[src/rtl/digit_pkg.sv]
// rtl/digit_pkg.sv - shared scan state encoding, coordinate widths and default frame geometry
package digit_pkg;

    typedef enum logic [1:0] {
        WAIT_VS   = 2'd0,
        WAIT_LINE = 2'd1,
        ACTIVE    = 2'd2
    } scan_state_t;

    localparam int COORD_W      = 9;
    // One extra bit so a counter saturated at 512 is representable.
    localparam int COUNT_W      = COORD_W + 1;
    localparam int DEF_H_ACTIVE = 320;
    localparam int DEF_V_ACTIVE = 240;

    function automatic logic [COUNT_W-1:0] sat_inc(
        input logic [COUNT_W-1:0] value,
        input logic [COUNT_W-1:0] limit
    );
        return (value >= limit) ? limit : value + COUNT_W'(1);
    endfunction

endpackage

[src/rtl/sync_edge_det.sv]
// rtl/sync_edge_det.sv - registered rise/fall detector for a level input
module sync_edge_det (
    input  logic clock,
    input  logic rst_n,
    input  logic sig,
    output logic rise,
    output logic fall
);

    logic sig_q;

    always_ff @(posedge clock or negedge rst_n) begin
        if (!rst_n) begin
            sig_q <= 1'b0;
        end else begin
            sig_q <= sig;
        end
    end

    assign rise = sig & ~sig_q;
    assign fall = ~sig & sig_q;

endmodule

[src/rtl/fg_pixel_scan.sv]
// rtl/fg_pixel_scan.sv - binarising raster scanner emitting foreground pixel coordinates
// Optional region-of-interest gating of fg_wren is enabled with macro FG_ROI_EN.
module fg_pixel_scan
    import digit_pkg::*;
#(
    parameter int H_ACTIVE = DEF_H_ACTIVE,
    parameter int V_ACTIVE = DEF_V_ACTIVE,
    parameter int ROI_X0   = 0,
    parameter int ROI_X1   = 319,
    parameter int ROI_Y0   = 0,
    parameter int ROI_Y1   = 239
) (
    input  logic               clock,
    input  logic               rst_n,
    input  logic               vsync,
    input  logic               pix_de,
    input  logic [7:0]         pix_data,
    input  logic [7:0]         threshold,
    output logic [COORD_W-1:0] x_coord,
    output logic [COORD_W-1:0] y_coord,
    output logic               fg_wren,
    output logic               frame_start
);

    localparam logic [COUNT_W-1:0] H_LIM  = COUNT_W'(H_ACTIVE);
    localparam logic [COUNT_W-1:0] V_LIM  = COUNT_W'(V_ACTIVE);
    localparam logic [COUNT_W-1:0] V_LAST = COUNT_W'(V_ACTIVE - 1);

    scan_state_t        state;
    scan_state_t        state_nx;
    logic [COUNT_W-1:0] col;
    logic [COUNT_W-1:0] row;
    logic [COUNT_W-1:0] cur_col;
    logic               vs_rise;
    logic               vs_fall_unused;
    logic               de_rise;
    logic               de_fall;
    logic               proc;
    logic               is_fg;
    logic               in_frame;
    logic               in_roi;
    logic               hit;

    sync_edge_det u_vs_edge (
        .clock (clock),
        .rst_n (rst_n),
        .sig   (vsync),
        .rise  (vs_rise),
        .fall  (vs_fall_unused)
    );

    sync_edge_det u_de_edge (
        .clock (clock),
        .rst_n (rst_n),
        .sig   (pix_de),
        .rise  (de_rise),
        .fall  (de_fall)
    );

    always_ff @(posedge clock or negedge rst_n) begin
        if (!rst_n) begin
            state <= WAIT_VS;
        end else begin
            state <= state_nx;
        end
    end

    // A vsync rise overrides everything, abandoning any partial line.
    always_comb begin
        state_nx = state;
        if (vs_rise) begin
            state_nx = WAIT_LINE;
        end else begin
            case (state)
                WAIT_VS:   state_nx = WAIT_VS;
                WAIT_LINE: if (de_rise) state_nx = ACTIVE;
                ACTIVE: begin
                    if (de_fall) begin
                        state_nx = (row == V_LAST) ? WAIT_VS : WAIT_LINE;
                    end
                end
                default:   state_nx = WAIT_VS;
            endcase
        end
    end

    // The rising-edge pixel in WAIT_LINE is processed as column 0.
    always_comb begin
        cur_col  = (state == ACTIVE) ? col : '0;
        proc     = 1'b0;
        if (!vs_rise && pix_de) begin
            proc = (state == ACTIVE) || ((state == WAIT_LINE) && de_rise);
        end
        is_fg    = pix_data < threshold;
        in_frame = (cur_col < H_LIM) && (row < V_LIM);
        hit      = proc && is_fg && in_frame && in_roi;
    end

`ifdef FG_ROI_EN
    localparam logic [COUNT_W-1:0] RX0 = COUNT_W'(ROI_X0);
    localparam logic [COUNT_W-1:0] RX1 = COUNT_W'(ROI_X1);
    localparam logic [COUNT_W-1:0] RY0 = COUNT_W'(ROI_Y0);
    localparam logic [COUNT_W-1:0] RY1 = COUNT_W'(ROI_Y1);

    assign in_roi = (cur_col >= RX0) && (cur_col <= RX1) &&
                    (row >= RY0) && (row <= RY1);
`else
    localparam bit roi_cfg_unused = (ROI_X0 <= ROI_X1) && (ROI_Y0 <= ROI_Y1);

    assign in_roi = 1'b1;
`endif

    always_ff @(posedge clock or negedge rst_n) begin
        if (!rst_n) begin
            col <= '0;
            row <= '0;
        end else begin
            if (vs_rise) begin
                row <= '0;
            end else if ((state == ACTIVE) && de_fall) begin
                row <= sat_inc(row, V_LIM);
            end
            if (proc) begin
                col <= sat_inc(cur_col, H_LIM);
            end
        end
    end

    always_ff @(posedge clock or negedge rst_n) begin
        if (!rst_n) begin
            x_coord     <= '0;
            y_coord     <= '0;
            fg_wren     <= 1'b0;
            frame_start <= 1'b0;
        end else begin
            if (proc && in_frame) begin
                x_coord <= cur_col[COORD_W-1:0];
                y_coord <= row[COORD_W-1:0];
            end
            fg_wren     <= hit;
            frame_start <= vs_rise;
        end
    end

endmodule

[config.mk]
export PLATFORM = sky130hd
export DESIGN_NAME = fg_pixel_scan
export DESIGN_NICKNAME = d
export VERILOG_FILES = /design/src/rtl/digit_pkg.sv /design/src/rtl/sync_edge_det.sv /design/src/rtl/fg_pixel_scan.sv
export SDC_FILE = /design/constraint.sdc
export NUM_CORES = 1
export LEC_CHECK = 0
export ABC_AREA = 1
export BUFFER_PORTS_ARGS = -buffer_cell sky130_fd_sc_hd__buf_2
export CAP_MARGIN = 20
export CORE_ASPECT_RATIO = 0.6
export CORE_UTILIZATION = 30
export CTS_BUF_LIST = sky130_fd_sc_hd__clkbuf_8
export CTS_CLUSTER_DIAMETER = 100
export CTS_CLUSTER_SIZE = 25
export DETAILED_ROUTE_END_ITERATION = 10
export GPL_TIMING_DRIVEN = 0
export PLACE_DENSITY = 0.45
export SYNTH_ARGS = -nofsm -noshare
export SYNTH_HDL_FRONTEND = slang
export SYNTH_SLANG_ARGS = --single-unit
[constraint.sdc]
create_clock -name clock -period 2.1 [get_ports clock]
set_input_delay 0.42 -clock clock [delete_from_list [all_inputs] [get_ports clock]]
set_output_delay 0.42 -clock clock [all_outputs]
set_load 0.05 [all_outputs]
# ---- Word level (Yosys, flattened, before mapping)
# Cells that the tools add are included.
dict set report word_totals {
  elab_cells 49
  ff_bits 44
}
dict set report classes {
  mux 11
  n_eq_ne 5
  magnitude_cmp 5
  addsub 2
  bitwise_logic 6
  reduce_logical 11
}
# op n
set op_table {}
lappend op_table {{10-bit two-way mux} 5}
lappend op_table {{10-bit by 1-bit adder with 10-bit output, second input constant} 2}
lappend op_table {{10-bit by 8-bit == test with 1-bit output, second input constant} 1}
lappend op_table {{10-bit by 8-bit >= comparator with 1-bit output, second input constant} 1}
lappend op_table {{10-bit by 9-bit >= comparator with 1-bit output, second input constant} 1}
lappend op_table {{10-bit by 8-bit < comparator with 1-bit output, second input constant} 1}
lappend op_table {{10-bit by 9-bit < comparator with 1-bit output, second input constant} 1}
lappend op_table {{8-bit < comparator} 1}
lappend op_table {{1-bit logical AND} 7}
lappend op_table {{2-bit two-way mux} 3}
lappend op_table {{3-bit inequality test, second input constant} 2}
lappend op_table {{2-bit one-hot mux with 2 select lines} 1}
lappend op_table {{1-bit bitwise AND} 3}
lappend op_table {{1-bit NOT} 3}
lappend op_table {{2-bit by 1-bit == test with 1-bit output, second input constant} 1}
lappend op_table {{2-bit == test, second input constant} 1}
lappend op_table {{1-bit two-way mux} 2}
lappend op_table {{2-bit AND reduction} 1}
lappend op_table {{2-bit nonzero test} 1}
lappend op_table {{1-bit zero test} 1}
lappend op_table {{1-bit logical OR} 1}

# ---- Depth between registers and ports, before layout
# Gate-level depths: netlist (run 1).
dict set report logic_depth {
  ltp_word 7
  depth_mapped 13
  ltp_nobuf 12
}

# ---- Cells and area by module
# Synthesis (run 1) repeated with hierarchy kept, for this count alone.
dict set report hier_totals {
  hier_cells 280
  area_unflattened_um2 2338.5
}
# mod cells_per_inst seq_area_each_um2 n_inst area_each_um2
set modules_own_cells {}
lappend modules_own_cells {fg_pixel_scan 270 1051.0 1 2258.4}
lappend modules_own_cells {sync_edge_det 5 25.0 2 40.0}

# ---- Worst setup path after synthesis (run 1)
# No wires, ideal clock.
dict set report synth_path {
  path_type {register to register}
  startpoint {reg state[1]}
  endpoint {reg col[8]}
  path_slack_ns 0.542
  stages_incl_launch_ff 14
  setup_time_ns 0.113
  period_less_slack_ns 1.558
  arrival_ns 1.445
  cell_sequence {dfrtp_1 -> buf_6 -> inv_1 -> nor2_4 -> nand2_1 -> inv_1 -> ha_1 -> nand4_1 -> inv_1 -> nand3_1 -> nand2_1 -> nand3_1 -> nand2_1 -> inv_1}
}
dict set report synth_via {
  elab_chain_len 4
  word_cells_on_any_way 9
  classes_between {add/sub (1); order compare (1); eq/ne (2); mux (3); reduce/logical (2)}
}
# item line_no
set synth_rtl {}
lappend synth_rtl {{from (decl)} fg_pixel_scan.sv:29} ;# scan_state_t state;
lappend synth_rtl {{from (signal assigned)} fg_pixel_scan.sv:64} ;# state <= state_nx;
lappend synth_rtl {{2-bit == test or 2-bit by 1-bit == test with 1-bit output (tied branches)} {fg_pixel_scan.sv:89, fg_pixel_scan.sv:92}}
lappend synth_rtl {{10-bit two-way mux or 1-bit logical AND (tied branches)} {fg_pixel_scan.sv:89, fg_pixel_scan.sv:92}}
lappend synth_rtl {{10-bit by 1-bit adder with 10-bit output, or another cell as far along} digit_pkg.sv:20} ;# return (value >= limit) ? limit : value + COUNT_W'(1);
lappend synth_rtl {{10-bit two-way mux or 1-bit two-way mux (tied branches)} {digit_pkg.sv:20, fg_pixel_scan.sv:91}}
lappend synth_rtl {{to (signal assigned)} fg_pixel_scan.sv:124} ;# col <= sat_inc(cur_col, H_LIM);
lappend synth_rtl {{to (decl)} fg_pixel_scan.sv:31} ;# logic [COUNT_W-1:0] col;
# Parallel ways exist; a longest one is shown, timed or not.
# A chain may end at the register's enable or synchronous reset.

# ---- Final worst setup path (run 1)
dict set report layout_path {
  startpoint {reg state[0]}
  endpoint {reg col[8]}
}
dict set report layout_via {
  elab_chain_len 4
  word_cells_on_any_way 9
  classes_between {add/sub (1); order compare (1); eq/ne (2); mux (3); reduce/logical (2)}
}
# item line_no
set layout_rtl {}
lappend layout_rtl {{2-bit == test *} fg_pixel_scan.sv:89} ;# cur_col = (state == ACTIVE) ? col : '0;
lappend layout_rtl {{10-bit two-way mux *} fg_pixel_scan.sv:89}
lappend layout_rtl {{named net cur_col[0]} fg_pixel_scan.sv:33} ;# logic [COUNT_W-1:0] cur_col;
lappend layout_rtl {{10-bit by 1-bit adder with 10-bit output or 10-bit by 9-bit >= comparator with 1-bit output (tied branches)} digit_pkg.sv:20}
lappend layout_rtl {{10-bit two-way mux *} digit_pkg.sv:20}
# Mark *: on every way through the listed nets, which the timed path passes. The rest lies on a longest branch.

==> run_results.csv, run 1 <==
group,metric,value,unit
status,status,"finished, final reports clean",
floorplan,start_util,32.0,%
pwr,powerDensity,783,nW/µm²
final_layout,drive_above_1_share,19.6,%
final_layout,final_nets,376,
final_layout,diodes,0,
pwr,p_sw,788,µW
detailed_routing,wirelength,5790,µm
setup_path,reg2reg_from,"state[0]$_DFFE_PN0P_",
placed_design,hpwl,4260,µm
cts,cts_sinks,44,
cts,path_clk_slew,0.10,ns
yosys,ys_seq_area_share,45.8,%
yosys,synth_warnings,0,
timing,clock.fmax,526,MHz
global_routing,grt_pass1_vias,1852,
cts,cts_root_buf,"clkbuf_8",
cts,cts_max_level,2,
cts,cts-buffers-inserted,5,
global_routing,grt_pass1_wl,9640,µm
detailed_routing,avgViaCountPerCell,4.38,
timing,setup_viol_count_final,0,
timing,clock-skew-final,0.0132,ns
detailed_routing,wl_per_cell,12.8,µm
timing,hold_viol_final,0,
cts,post_cts_buffers,0,
pwr,swShare,35.1,%
yosys,synth_largest_type_area_fraction,45.8,%
timing,whs,0.0347,ns
cts,cts_tree,"yes",
cts,clk_latency,0.32,ns
yosys,yosysUniqueCellTypes,27,
setup_path,startpoint,"state[0]$_DFFE_PN0P_",
hold_path,hold_class,"in2async",
setup_path,crit_arrival,2.11,ns
placed_design,routabilityCongestion,0.801,
floorplan,pin_count,40,
cts,cts_resized,0,
setup_path,worstPathRequired,2.31,ns
yosys,syn_avg_cell_area,8.03,µm²
pwr,max-vdd-ir-drop,0.000272,V
global_routing,grtUsageTotal,15.0,%
cts,cts_buffer_depth,2,
detailed_routing,drc_errors,0,
yosys,synth-edff-count,0,
timing,tightestPinTransition,0.452,ns
timing,drv_slew,0,
yosys,synthFlopType,"dfrtp_1",
pwr,seq_power_share,44.9,%
timing,relSlewSlack,69.9,%
floorplan,coreArea,7510,µm²
pwr,leakagePower,0.00159,µW
yosys,syn_nets,329,
timing,post-route-period-util,90.5,%
pwr,clkPwrFrac,30.9,%
floorplan,die_h,71.3,µm
setup_path,path_max_fanout,9,
pwr,p_int,1460,µW
yosys,yosys.area.top_type,"dfrtp_1",
floorplan,die_w,118,µm
global_routing,grt_overflow,0,
yosys,yosys-top-cells-count,"nand2_1, dfrtp_1, nand3_1",
yosys,synth_area,2400,µm²
cts,cts_hold_buffers,0,
detailed_routing,vias,1977,
yosys,synth_most_common_cell,"nand2_1",
flow_run,max_cap_viol_count,0,
floorplan,rows,24,
setup_path,cp-end-kind,"flop",
placed_design,portBuffers,39,
yosys,synth_cells,299,
detailed_routing,first_iter_violations,110,
pwr,comb_power_share,24.3,%
yosys,synth_seq_cells,44,
global_routing,antenna_found_initial,0,
setup_path,worstSetupPathType,"reg2reg",
detailed_routing,first_pass_iters,4,
detailed_routing,ant_nets,0,
global_routing,grt_max_degree,45,
yosys,synthTopCellsByArea,"dfrtp_1, nand2_1, nand3_1, inv_1, ha_1",
timing,rsz0062_at_grt,"no",
setup_path,worstSetupStartpointType,"flop",
timing,fin_crit,1.90,ns
yosys,async_reset_ff_share,100,%
timing,setup_tns,0,ns
final_layout,area_growth,19.2,%
floorplan,dieArea,8380,µm²
-- sequential cells by signal (all words and copies together) (netlist names) --
signal           count
col                 10
fg_wren              1
frame_start          1
row                 10
state                2
u_de_edge.sig_q      1
u_vs_edge.sig_q      1
x_coord              9
y_coord              9
-- placed cells by master (no fill, tap or decap), drive strengths merged, types with 2 or more instances in the layout --
master and n:
nand2 91, buf 45, dfrtp 44, nand3 41, inv 40, nor2 30, o21ai 13, ha 10
a21oi 9, nand4 6, clkbuf 6, nand3b 2, clkinv 2
-- metrics by stage --
stage	instance area (µm²)	cells	total power (µW)	setup slack [ns]	util (%)
after CTS	2840	450	2270	0.200	37.9
after detailed placement	2730	442	1570	0.217	36.3
after global placement	2730	442	1560	0.235	36.3
after floorplan	2400	299	1410	0.542	-
final	2860	451	2240	0.199	38.2
after global routing	2860	451	2370	0.0241	38.2
-- power by group through the flow --
stage / logic [µW] / registers (µW) / clock network (µW)
6_report: 544 / 1010 / 692
4_1_cts: 547 / 1010 / 720
3_3_place_gp: 543 / 1020 / 0
2_1_floorplan: 265 / 1150 / 0
3_5_place_dp: 545 / 1020 / 0
5_1_grt: 603 / 1020 / 753
-- worst max-delay path, cell delays in order (launching register included) --
cell	delay (ns)
dfrtp_1	0.44
inv_4	0.15
nand2_4	0.09
nor2_1	0.25
ha_1	0.22
nand4_1	0.17
inv_1	0.14
nand3_1	0.08
nand2_1	0.08
nand3_1	0.07
nand2_1	0.07
inv_1	0.04
-- final cells by class --
cell class / instances / area, µm²
plain buffers: 6 / 70.1
multi-input cells: 209 / 1080
repair buffers: 40 / 215
flip-flops and latches: 44 / 1100
fillers: 813 / 4640
well taps: 104 / 130
clock inverters: 3 / 47.5
clock buffers: 5 / 68.8
inverters: 40 / 153
-- final timing paths --
check,end,slack (ns),cells after the start
max in group asynchronous,col[0]$_DFFE_PN0P_,1.56,2
worst min-delay path,x_coord[3]$_DFFE_PN0P_,0.03,1
worst max register to register,col[8]$_DFFE_PN0P_,0.20,11
worst min register to register,y_coord[3]$_DFFE_PN0P_,0.47,2
worst max-delay path,col[8]$_DFFE_PN0P_,0.20,11
min in group clock,u_de_edge.sig_q$_DFF_PN0_,0.23,1
-- cell families after synthesis --
group	count (synthesis)	share of synthesized area, %
DFF	44	45.8
and+or+nand+nor	171	33.0
buffers and inverters	46	9.27
xor gates and xnor gates	2	0.729
AOI/OAI and AO/OA	26	5.94
adders and majority gates	10	5.21
-- layer usage --
layer / track usage, % / wire length [µm] / vias up
met5: 0 / 0 / -
met4: 4.27 / 60 / 0
met3: 4.22 / 291 / 7
met2: 19.4 / 2040 / 36
met1: 23.6 / 3400 / 886
li1: - / - / 1048
No activity file was read; power rests on OpenSTA's default activity.
==> inputs of run 2 (changes only) <==
SYNTH_HIERARCHICAL = 1   (was unset)
==> run_results.csv, run 2 <==
group,metric,value,unit
yosys,synth_area,2330,µm²
global_routing,grt_max_degree,45,
yosys,synth_cells,278,
global_routing,grt_pass1_vias,1747,
cts,clk_latency,0.30,ns
yosys,syn_nets,308,
hold_path,hold_class,"in2async",
detailed_routing,first_pass_iters,4,
detailed_routing,wirelength,5510,µm
timing,hold_viol_final,0,
global_routing,grt_overflow,0,
pwr,leakagePower,0.00144,µW
floorplan,pin_count,40,
floorplan,dieArea,8140,µm²
status,status,"finished, final reports clean",
timing,setup_viol_count_final,0,
final_layout,diodes,0,
timing,layout_setup_ws,0.190,ns
detailed_routing,ant_nets,0,
cts,cts_sinks,44,
placed_design,hpwl,4000,µm
timing,drv_slew,0,
pwr,max-vdd-ir-drop,0.000244,V
detailed_routing,wl_per_cell,12.8,µm
cts,cts_root_buf,"clkbuf_8",
final_layout,final_nets,357,
cts,cts_hold_buffers,0,
setup_path,worstSetupPathType,"reg2reg",
timing,relSlewSlack,69.1,%
floorplan,die_w,116,µm
final_layout,mostFrequentLayoutCells,"nand2_1, dfrtp_1, inv_1",
setup_path,path_max_fanout,8,
global_routing,antenna_found_initial,0,
cts,cts-buffers-inserted,5,
floorplan,start_util,31.6,%
placed_design,routabilityCongestion,0.782,
cts,cts_buffer_depth,2,
pwr,powerDensity,680,nW/µm²
setup_path,worstSetupStartpointType,"flop",
final_layout,final_common_cell,"nand2_1",
placed_design,pre_cts_ws,0.0450,ns
placed_design,portBuffers,39,
timing,tightestPinTransition,0.460,ns
global_routing,grtUsageTotal,14.9,%
yosys,synth_warnings,6,
final_layout,area_growth,19.1,%
setup_path,worstPathRequired,2.30,ns
timing,rsz0062_at_grt,"no",
detailed_routing,vias,1917,
final_layout,largestRegisters,"col: 10 flops, row: 10 flops",
timing,clock.fmax,524,MHz
setup_path,cp-end-kind,"flop",
yosys,syn_avg_cell_area,8.38,µm²
floorplan,rows,24,
detailed_routing,drc_errors,0,
detailed_routing,first_iter_violations,108,
cts,cts_max_level,2,
timing,post-route-period-util,91.0,%
timing,whs,0.0146,ns
setup_path,crit_arrival,2.11,ns
timing,fin_crit,1.91,ns
flow_run,max_cap_viol_count,0,
cts,path_clk_slew,0.08,ns
global_routing,grt_pass1_wl,9050,µm
timing,setup_tns,0,ns
floorplan,die_h,70.3,µm
timing,clock-skew-final,0.00882,ns
floorplan,coreArea,7390,µm²
final_layout,drive_above_1_share,25.4,%
detailed_routing,avgViaCountPerCell,4.45,
cts,cts_tree,"yes",
==> run 2: changes by cell type in the layout (fill, tap and decap cells not counted), sizes merged, moves of 2 or more <==
cell    before  now
nand3       41   22
nand2       91   75
o21ai       13   29
nor2        30   23
inv         40   45
or2          0    3
nand3b       2    0
xor2         1    3
==> run 2: cell type report <==
type | instances | area [µm²]
inverters | 44 | 168
clock buffers | 5 | 68.8
fillers | 788 | 4610
flip-flops and latches | 44 | 1100
well taps | 104 | 130
repair buffers | 42 | 230
multi-input cells | 186 | 1020
clock inverters | 2 | 8.76
plain buffers | 4 | 45.0
==> run 2: path summary, 6_finish.rpt <==
| kind | from | to | slack (ns) | cells after the start |
|---|---|---|---|---|
| min in group clock | vsync | u_vs_edge/sig_q$_DFF_PN0_ | 0.24 | 1 |
| max | state[1]$_DFFE_PN0P_ | col[6]$_DFFE_PN0P_ | 0.19 | 13 |
| min | rst_n | y_coord[3]$_DFFE_PN0P_ | 0.01 | 1 |
| max reg2reg | state[1]$_DFFE_PN0P_ | col[6]$_DFFE_PN0P_ | 0.19 | 13 |
| max in group asynchronous | rst_n | u_vs_edge/sig_q$_DFF_PN0_ | 1.60 | 2 |
| min reg2reg | row[8]$_DFFE_PN0P_ | row[8]$_DFFE_PN0P_ | 0.48 | 2 |
==> run 2: metrics by stage <==
stage          total power, µW  area (µm²)  util [%]  cells
4_1_cts                   1920        2730      37.0    428
6_report                  1890        2780      37.6    431
3_5_place_dp              1390        2660      36.0    421
3_3_place_gp              1380        2660      36.0    421
2_1_floorplan             1260        2330         -    278
5_1_grt                   2020        2780      37.6    431
==> run 2: worst max-delay path: stages, from the launching register on <==
cell,delay (ns)
dfrtp_1,0.35
buf_6,0.13
inv_4,0.04
nor2_4,0.19
nand2_1,0.17
inv_1,0.09
ha_1,0.17
nand4_1,0.15
nor2_4,0.17
nand2_1,0.07
nand2_1,0.06
nand3_1,0.10
nand2_1,0.09
inv_1,0.04
==> run 2: power breakdown <==
part / total [µW] / internal, µW / switching, µW
logic: 399 / 125 / 274
registers: 972 / 922 / 49.9
clock network: 517 / 222 / 295
total: 1890 / 1270 / 619
==> run 2: metal layers <==
metal	up-vias	GRT usage, %	share of wire (%)
met5	-	0	0
met4	0	4.27	0.85
met3	5	4.17	4.4
met2	40	17.9	35
met1	887	24.5	59
li1	985	-	-
==> run 2: repair_timing <==
action,4_1_cts,5_1_grt
hold endpoints to repair,0,0
setup endpoints to repair,0,3
setup buffers,0,2
gates resized for setup,0,2
